$ cat config.mk
export PLATFORM = sky130hd
export DESIGN_NAME = seq_restoring_divider
export DESIGN_NICKNAME = d
export VERILOG_FILES = /design/src/rtl/seq_restoring_divider.sv
export SDC_FILE = /design/constraint.sdc
export NUM_CORES = 1
export LEC_CHECK = 0
export CAP_MARGIN = 30
export CORE_ASPECT_RATIO = 0.6
export CORE_MARGIN = 4
export CORE_UTILIZATION = 48
export CTS_BUF_LIST = sky130_fd_sc_hd__clkbuf_8
export CTS_CLUSTER_DIAMETER = 40
export CTS_CLUSTER_SIZE = 16
export DETAILED_ROUTE_END_ITERATION = 6
export GPL_ROUTABILITY_DRIVEN = 0
export PLACE_DENSITY = 0.74
export SLEW_MARGIN = 20
export SYNTH_ARGS = -nofsm -noshare
export SYNTH_HDL_FRONTEND = slang
export SYNTH_SLANG_ARGS = --single-unit
$ cat constraint.sdc
create_clock -name Clk -period 2.5 [get_ports Clk]
set_input_delay 0.75 -clock Clk [delete_from_list [all_inputs] [get_ports Clk]]
set_output_delay 0.75 -clock Clk [all_outputs]
set_load 0.01 [all_outputs]
$ cat src/rtl/seq_restoring_divider.sv
// seq_restoring_divider
//
// Sequential unsigned restoring divider. One trial subtraction per clock,
// reusing a single WIDTH+1-bit subtractor, so a divide takes WIDTH cycles
// after it is accepted. A zero divisor is resolved in one cycle without
// iterating.
//
// Ports:
//   Clk        - clock, all state changes on the rising edge
//   Reset_n    - synchronous active-low reset, overrides everything
//   Start      - divide request, accepted only in IDLE or DONE
//   Dividend   - unsigned numerator, captured on an accepted Start
//   Divisor    - unsigned denominator, captured on an accepted Start
//   Busy       - high while iterating
//   Done       - one-cycle completion pulse; results valid from this cycle
//   Quotient   - registered quotient, held until next completion or reset
//   Remainder  - registered remainder, held until next completion or reset
//   DivByZero  - registered divide-by-zero flag, valid with Done
module seq_restoring_divider #(
    parameter int WIDTH = 4,
    parameter int CNT_W = 3
) (
    input  logic             Clk,
    input  logic             Reset_n,
    input  logic             Start,
    input  logic [WIDTH-1:0] Dividend,
    input  logic [WIDTH-1:0] Divisor,
    output logic             Busy,
    output logic             Done,
    output logic [WIDTH-1:0] Quotient,
    output logic [WIDTH-1:0] Remainder,
    output logic             DivByZero
);

    typedef enum logic [1:0] {
        ST_IDLE = 2'd0,
        ST_RUN  = 2'd1,
        ST_DONE = 2'd2
    } state_t;

    state_t state_reg, state_next;

    // Iteration state: partial remainder, shifting dividend/quotient, divisor.
    logic [WIDTH-1:0] r_reg;
    logic [WIDTH-1:0] q_reg;
    logic [WIDTH-1:0] d_reg;
    logic [CNT_W-1:0] cnt_reg;

    // Visible result registers.
    logic [WIDTH-1:0] quotient_reg;
    logic [WIDTH-1:0] remainder_reg;
    logic             dbz_reg;

    logic             accept;
    logic             last_step;
    logic [WIDTH:0]   trial;
    logic [WIDTH-1:0] r_shifted;
    logic [WIDTH-1:0] r_step;
    logic [WIDTH-1:0] q_step;

    // Start is honoured anywhere except mid-iteration.
    assign accept    = Start && (state_reg != ST_RUN);
    assign last_step = (cnt_reg == CNT_W'(WIDTH - 1));

    // One restoring step. The shifted partial remainder is {R[W-2:0], Q[W-1]};
    // R's MSB takes the place of the zero extension in the trial subtraction.
    // The partial remainder never exceeds the bits of dividend consumed so
    // far, so R's MSB is always zero before the shift and nothing is lost.
    assign r_shifted = {r_reg[WIDTH-2:0], q_reg[WIDTH-1]};
    assign trial     = {r_reg, q_reg[WIDTH-1]} - {1'b0, d_reg};
    assign r_step    = trial[WIDTH] ? r_shifted : trial[WIDTH-1:0];
    assign q_step    = {q_reg[WIDTH-2:0], ~trial[WIDTH]};

    // State register.
    always_ff @(posedge Clk) begin
        if (!Reset_n) begin
            state_reg <= ST_IDLE;
        end else begin
            state_reg <= state_next;
        end
    end

    // Next-state logic.
    always_comb begin
        state_next = state_reg;
        case (state_reg)
            ST_IDLE, ST_DONE: begin
                if (accept) begin
                    state_next = (Divisor == '0) ? ST_DONE : ST_RUN;
                end else begin
                    state_next = ST_IDLE;
                end
            end
            ST_RUN: begin
                if (last_step) begin
                    state_next = ST_DONE;
                end
            end
            default: state_next = ST_IDLE;
        endcase
    end

    // Datapath and result registers.
    always_ff @(posedge Clk) begin
        if (!Reset_n) begin
            r_reg         <= '0;
            q_reg         <= '0;
            d_reg         <= '0;
            cnt_reg       <= '0;
            quotient_reg  <= '0;
            remainder_reg <= '0;
            dbz_reg       <= 1'b0;
        end else begin
            case (state_reg)
                ST_IDLE, ST_DONE: begin
                    if (accept) begin
                        if (Divisor == '0) begin
                            quotient_reg  <= '1;
                            remainder_reg <= Dividend;
                            dbz_reg       <= 1'b1;
                        end else begin
                            r_reg   <= '0;
                            q_reg   <= Dividend;
                            d_reg   <= Divisor;
                            cnt_reg <= '0;
                        end
                    end
                end
                ST_RUN: begin
                    r_reg   <= r_step;
                    q_reg   <= q_step;
                    cnt_reg <= cnt_reg + CNT_W'(1);
                    if (last_step) begin
                        quotient_reg  <= q_step;
                        remainder_reg <= r_step;
                        dbz_reg       <= 1'b0;
                    end
                end
                default: ;
            endcase
        end
    end

    // Outputs: handshake decoded from state, results straight from registers.
    always_comb begin
        Busy      = (state_reg == ST_RUN);
        Done      = (state_reg == ST_DONE);
        Quotient  = quotient_reg;
        Remainder = remainder_reg;
        DivByZero = dbz_reg;
    end

endmodule

Word-level counts from Yosys, hierarchy flattened
Index checks and enable logic that the tools add are counted.
- latch bits: 0
- bits in writable memories: 0
- output and inout bits: 11
- input port bits: 11
- memory bits (read-only): 0
- logic and storage cells: 54
- memories: 0
- register bits after elaboration: 26
- $add $sub $neg: 2
- reduce and logical (&&, ||, !) cells: 8
- multipliers: 0
- equality and inequality tests: 8
- div/mod/pow operators: 0
- order comparisons: 0
- muxes and demuxes: 26
- bitwise logic cells: 2
- shift operators: 0
- operators with widths (cell ; number):
    two-way mux 4 bit ; 11
    one-hot mux 4 bit (2 select lines) ; 4
    two-way mux 2 bit ; 3
    two-way mux 3 bit ; 2
    != test 2 bit, second input constant ; 3
    one-hot mux 3 bit (2 select lines) ; 1
    AND reduction 3 bit ; 2
    subtractor 5 x 4 -> 5 bit ; 1
    logical NOT 4 bit ; 1
    != test 2 x 1 -> 1 bit, second input constant ; 2
    one-hot mux 2 bit (2 select lines) ; 1
    AND reduction 4 bit ; 1
    adder 3 x 1 -> 3 bit, second input constant ; 1
    equality test 3 x 2 -> 1 bit, second input constant ; 1
    two-way mux 1 bit ; 3
    equality test 2 x 1 -> 1 bit, second input constant ; 1
    equality test 2 bit, second input constant ; 1
    logical NOT 2 bit ; 1
    NOT 1 bit ; 2
    one-hot mux 1 bit (2 select lines) ; 1
    nonzero test 2 bit ; 1
    OR reduction 2 bit ; 1
    logical AND 1 bit ; 1

Logic depth before layout (Yosys ltp)
- depth after elaboration: 4
- mapped depth: 8

Worst setup path after synthesis
OpenSTA, ideal clock, no wires.
- path type: register to register
- start point: register q_reg[3]
- end point: register remainder_reg[2], in the netlist Remainder[2]
- required time: 2.426 ns
- arrival time: 1.977 ns
- setup slack: 0.449 ns
- stages on the path, launching flop included: 9
- library setup time: 0.074 ns
- period minus slack after synthesis: 2.051 ns
- path through: dfxtp_1 inv_1 ha_1 fa_1 nand2b_4 a21oi_4 xor2_4 mux2_1 a31oi_1
- word-level cells in the longest chain between the ends: 4
- ends and longest elaborated chain (item ; RTL line ; source):
    start: declaration ; 45 ; logic [WIDTH-1:0] q_reg;
    start signal: assignment ; 123 ; q_reg <= Dividend;
    start signal: assignment ; 131 ; q_reg <= q_step;
    subtractor 5 x 4 -> 5 bit ; 70 ; assign trial = {r_reg, q_reg[WIDTH-1]} - {1'b0, d_reg};
    two-way mux 4 bit ; 71 ; assign r_step = trial[WIDTH] ? r_shifted : trial[WIDTH-1:0];
    two-way mux 4 bit ; 133 ; if (last_step) begin
    one-hot mux 4 bit (2 select lines) ; 114 ; case (state_reg)
    end signal: assignment ; 119 ; remainder_reg <= Dividend;
    end signal: assignment ; 135 ; remainder_reg <= r_step;
    end: declaration ; 51 ; logic [WIDTH-1:0] remainder_reg;
Every way passes these cells. The select of a mux whose other input is x is not followed.
A chain may end at the register's enable or synchronous reset.

Worst setup path in the final report
- start point: register state_reg[1]
- end point: output port Busy
- word-level cells in the longest chain between the ends: 1
- ends and longest elaborated chain (item ; RTL line ; source):
    start: declaration ; 41 ; state_t state_reg, state_next;
    start signal: assignment ; 79 ; state_reg <= state_next;
    equality test 2 x 1 -> 1 bit ; 146 ; Busy = (state_reg == ST_RUN);
    end: declaration ; 28 ; output logic Busy,
Every way passes these cells.

==> results.yml <==
sta:
  slew_viol_final: 0
  setup_tns_ns: 0
  tightestPinTransition_ns: 0.657
  finalHoldViolations: 0
  finalCriticalPeriod_ns: 2.27
  fmax_ghz: 0.440
  rsz0062_at_grt: "no"
  finalWorstSetupSlack_ns: 0.226
  slew_headroom: 0.562
  post-route-period-util: 0.910
  setup_violations: 0
  fin_skew_ns: 0.00968
die:
  num_rows: 14
  design.core.area_mm2: 0.00249
  die_area_mm2: 0.00351
  die_y_um: 47.5
  start_util: 0.503
  ioPinCount: 22
  die_w_um: 73.9
global_route:
  grt_overflow: 0
  grt_start_max_net_pins: 23
  grt_pass1_wl_um: 4570
  antenna_found_initial: 0
  grt_usage: 0.174
  grt_pass1_vias: 1039
synth:
  synth_area_per_cell_um2: 8.62
  synth_fa_ha_area_frac: 0.0761
  synth_compound_area_frac: 0.181
  syn_nets: 163
  synth-seq-cells: 26
  synth_seq_area_share: 0.416
  synthTopCellsByArea: "dfxtp_1, nand2_1, ha_1"
  synth_edf_count: 0
  yosys_most_used_dff: "dfxtp_1"
  synth_top_area_cell: "dfxtp_1"
  yosys-mux-area-fraction: 0.0330
  synth_cells: 145
  synth_top_family_by_area: "simple AND/OR/NAND/NOR gates"
  yosys.area_share.simple: 0.222
  synth_top_area_frac: 0.416
  syn_area_mm2: 0.00125
  yosysWarnings: 0
  synth_xor_area_frac: 0.0220
  synthArstFlopShare: 0
  ys_types: 35
cts:
  h-tree-depth: 1
  clk_latency_ns: 0.27
  cts_tree: "yes"
  clock-sinks: 26
  clk_pin_slew_ns: 0.09
  cts_buffers: 3
  cts_resized: 0
  ctsHoldBuffers: 0
  cts_setup_buffers: 0
  clock-root-buffer: "clkbuf_8"
  clock_path_buffers: 2
final_layout:
  fin_nets: 185
  num_antenna_cells: 0
  num-fill-cells: 213
  layout-drive-gt1-share: 0.0843
  post-route-util: 0.625
  area_growth_pct: 24.4
setup_path:
  crit_arrival_ns: 1.52
  path_buf_inv: 2
  max_stage_delay_ns: 0.57
  slowest_stage: "clkdlybuf4s50_1"
  cp_data_required_time_ns: 1.75
  critPathKind: "reg -> out"
  crit_path_end_kind: "output pin"
  crit_chain: "nand2b_1 -> inv_2 -> clkdlybuf4s50_1"
  cp_max_fo: 9
  startpoint_type: "flip-flop"
  cpLargestDelayFamily: "buffers and inverters"
place:
  dp_slack_ns: -0.0319
  port_buffers: 21
  hpwl_um: 2120
detailed_routing:
  viasPerCell: 5.31
  drt.antenna.violating_nets: 0
  vias: 1051
  drtIter0Drc: 73
  firstDrtPassIters: 4
  drt_drc_violations_left: 0
  finalWirelength_um: 2760
  wl_per_cell_um: 13.9
pwr:
  peakVddDrop_mv: 0.392
  p_leak_nw: 0.600
  power_mw: 0.990
  powerDensity_mw_per_mm2: 637
run:
  cap_violations: 0
status:
  status: "completed"
hold_path:
  holdCritPathClass: "reg -> reg"
==> final timing paths <==
path / startpoint / end / slack [ns] / depth (start not counted)
setup / recovery: state_reg[1] / Busy / 0.23 / 3
hold / removal: DivByZero / DivByZero / 0.46 / 2
setup reg to reg: q_reg[3] / Remainder[2] / 0.27 / 8
hold reg to reg: DivByZero / DivByZero / 0.46 / 2
==> tightest hold or removal path, stage by stage, from the launching register on <==
cell and delay [ns]:
dfxtp_1 0.32, nand2_1 0.05, a21oi_1 0.05
==> where the power goes <==
group          switching (mW)  internal, mW
clock network           0.129         0.214
registers              0.0163         0.436
logic                   0.107        0.0874
==> cell type report <==
cell class | count | area (um2) | area share
sequential | 26 | 520 | 0.335
timing repair buffer | 23 | 225 | 0.145
clock buffer | 3 | 41.3 | 0.0265
clock inverter | 1 | 30.0 | 0.0193
tap | 32 | 40.0 | 0.0257
multi-input combinational | 105 | 668 | 0.430
inverter | 8 | 30.0 | 0.0193
==> Yosys cell counts (all sizes together), types with 2 or more instances <==
cell type,number
nand2b,6
a21oi,14
buf,4
o21ai,4
clkbuf,2
a22oi,4
nor2,22
inv,8
mux2i,3
a31oi,5
nand3,2
a311oi,3
ha,6
a211oi,2
dfxtp,26
nand2,23
and2b,2
==> kinds of logic (layout without fill, tap and decap cells) <==
family,after synthesis,count (layout)
compound gates,35,35
xor+xnor,1,1
fa+ha+maj,7,7
buf+inv,14,35
flops,26,26
mux,4,4
simple gates,58,58
==> metrics by stage <==
| stage | cells | cell area (um2) | hold WS, ns |
|---|---|---|---|
| after CTS | 198 | 1560 | 0.462 |
| after global routing | 198 | 1560 | 0.494 |
| after floorplan | 145 | 1250 | 0.436 |
| final | 198 | 1560 | 0.461 |
| after global placement | 194 | 1480 | 0.450 |
| after detailed placement | 194 | 1480 | 0.450 |
==> cell usage in the layout, fill, tap and decap left out, types with 2 or more instances in the layout <==
| cell type | Yosys | layout |
|---|---|---|
| a311oi_1 | 3 | 3 |
| a31oi_1 | 5 | 5 |
| clkdlybuf4s50_1 | 0 | 21 |
| buf_4 | 2 | 2 |
| o21ai_0 | 3 | 3 |
| nand2b_1 | 5 | 5 |
| nand2_1 | 23 | 23 |
| a21oi_1 | 13 | 13 |
| ha_1 | 6 | 6 |
| nor2_1 | 20 | 20 |
| a22oi_1 | 4 | 4 |
| dfxtp_1 | 26 | 26 |
| a211oi_1 | 2 | 2 |
| mux2i_1 | 3 | 3 |
| nand3_1 | 2 | 2 |
| clkbuf_8 | 0 | 3 |
| inv_1 | 7 | 7 |
==> metal layers <==
layer / up-vias / part of all wire / track usage
li1: 537 / - / -
met5: - / 0 / 0
met4: 0 / 0.0069 / 0.0433
met1: 483 / 0.47 / 0.222
met3: 4 / 0.077 / 0.0524
met2: 27 / 0.44 / 0.296
(Power assumes the default switching activity.)
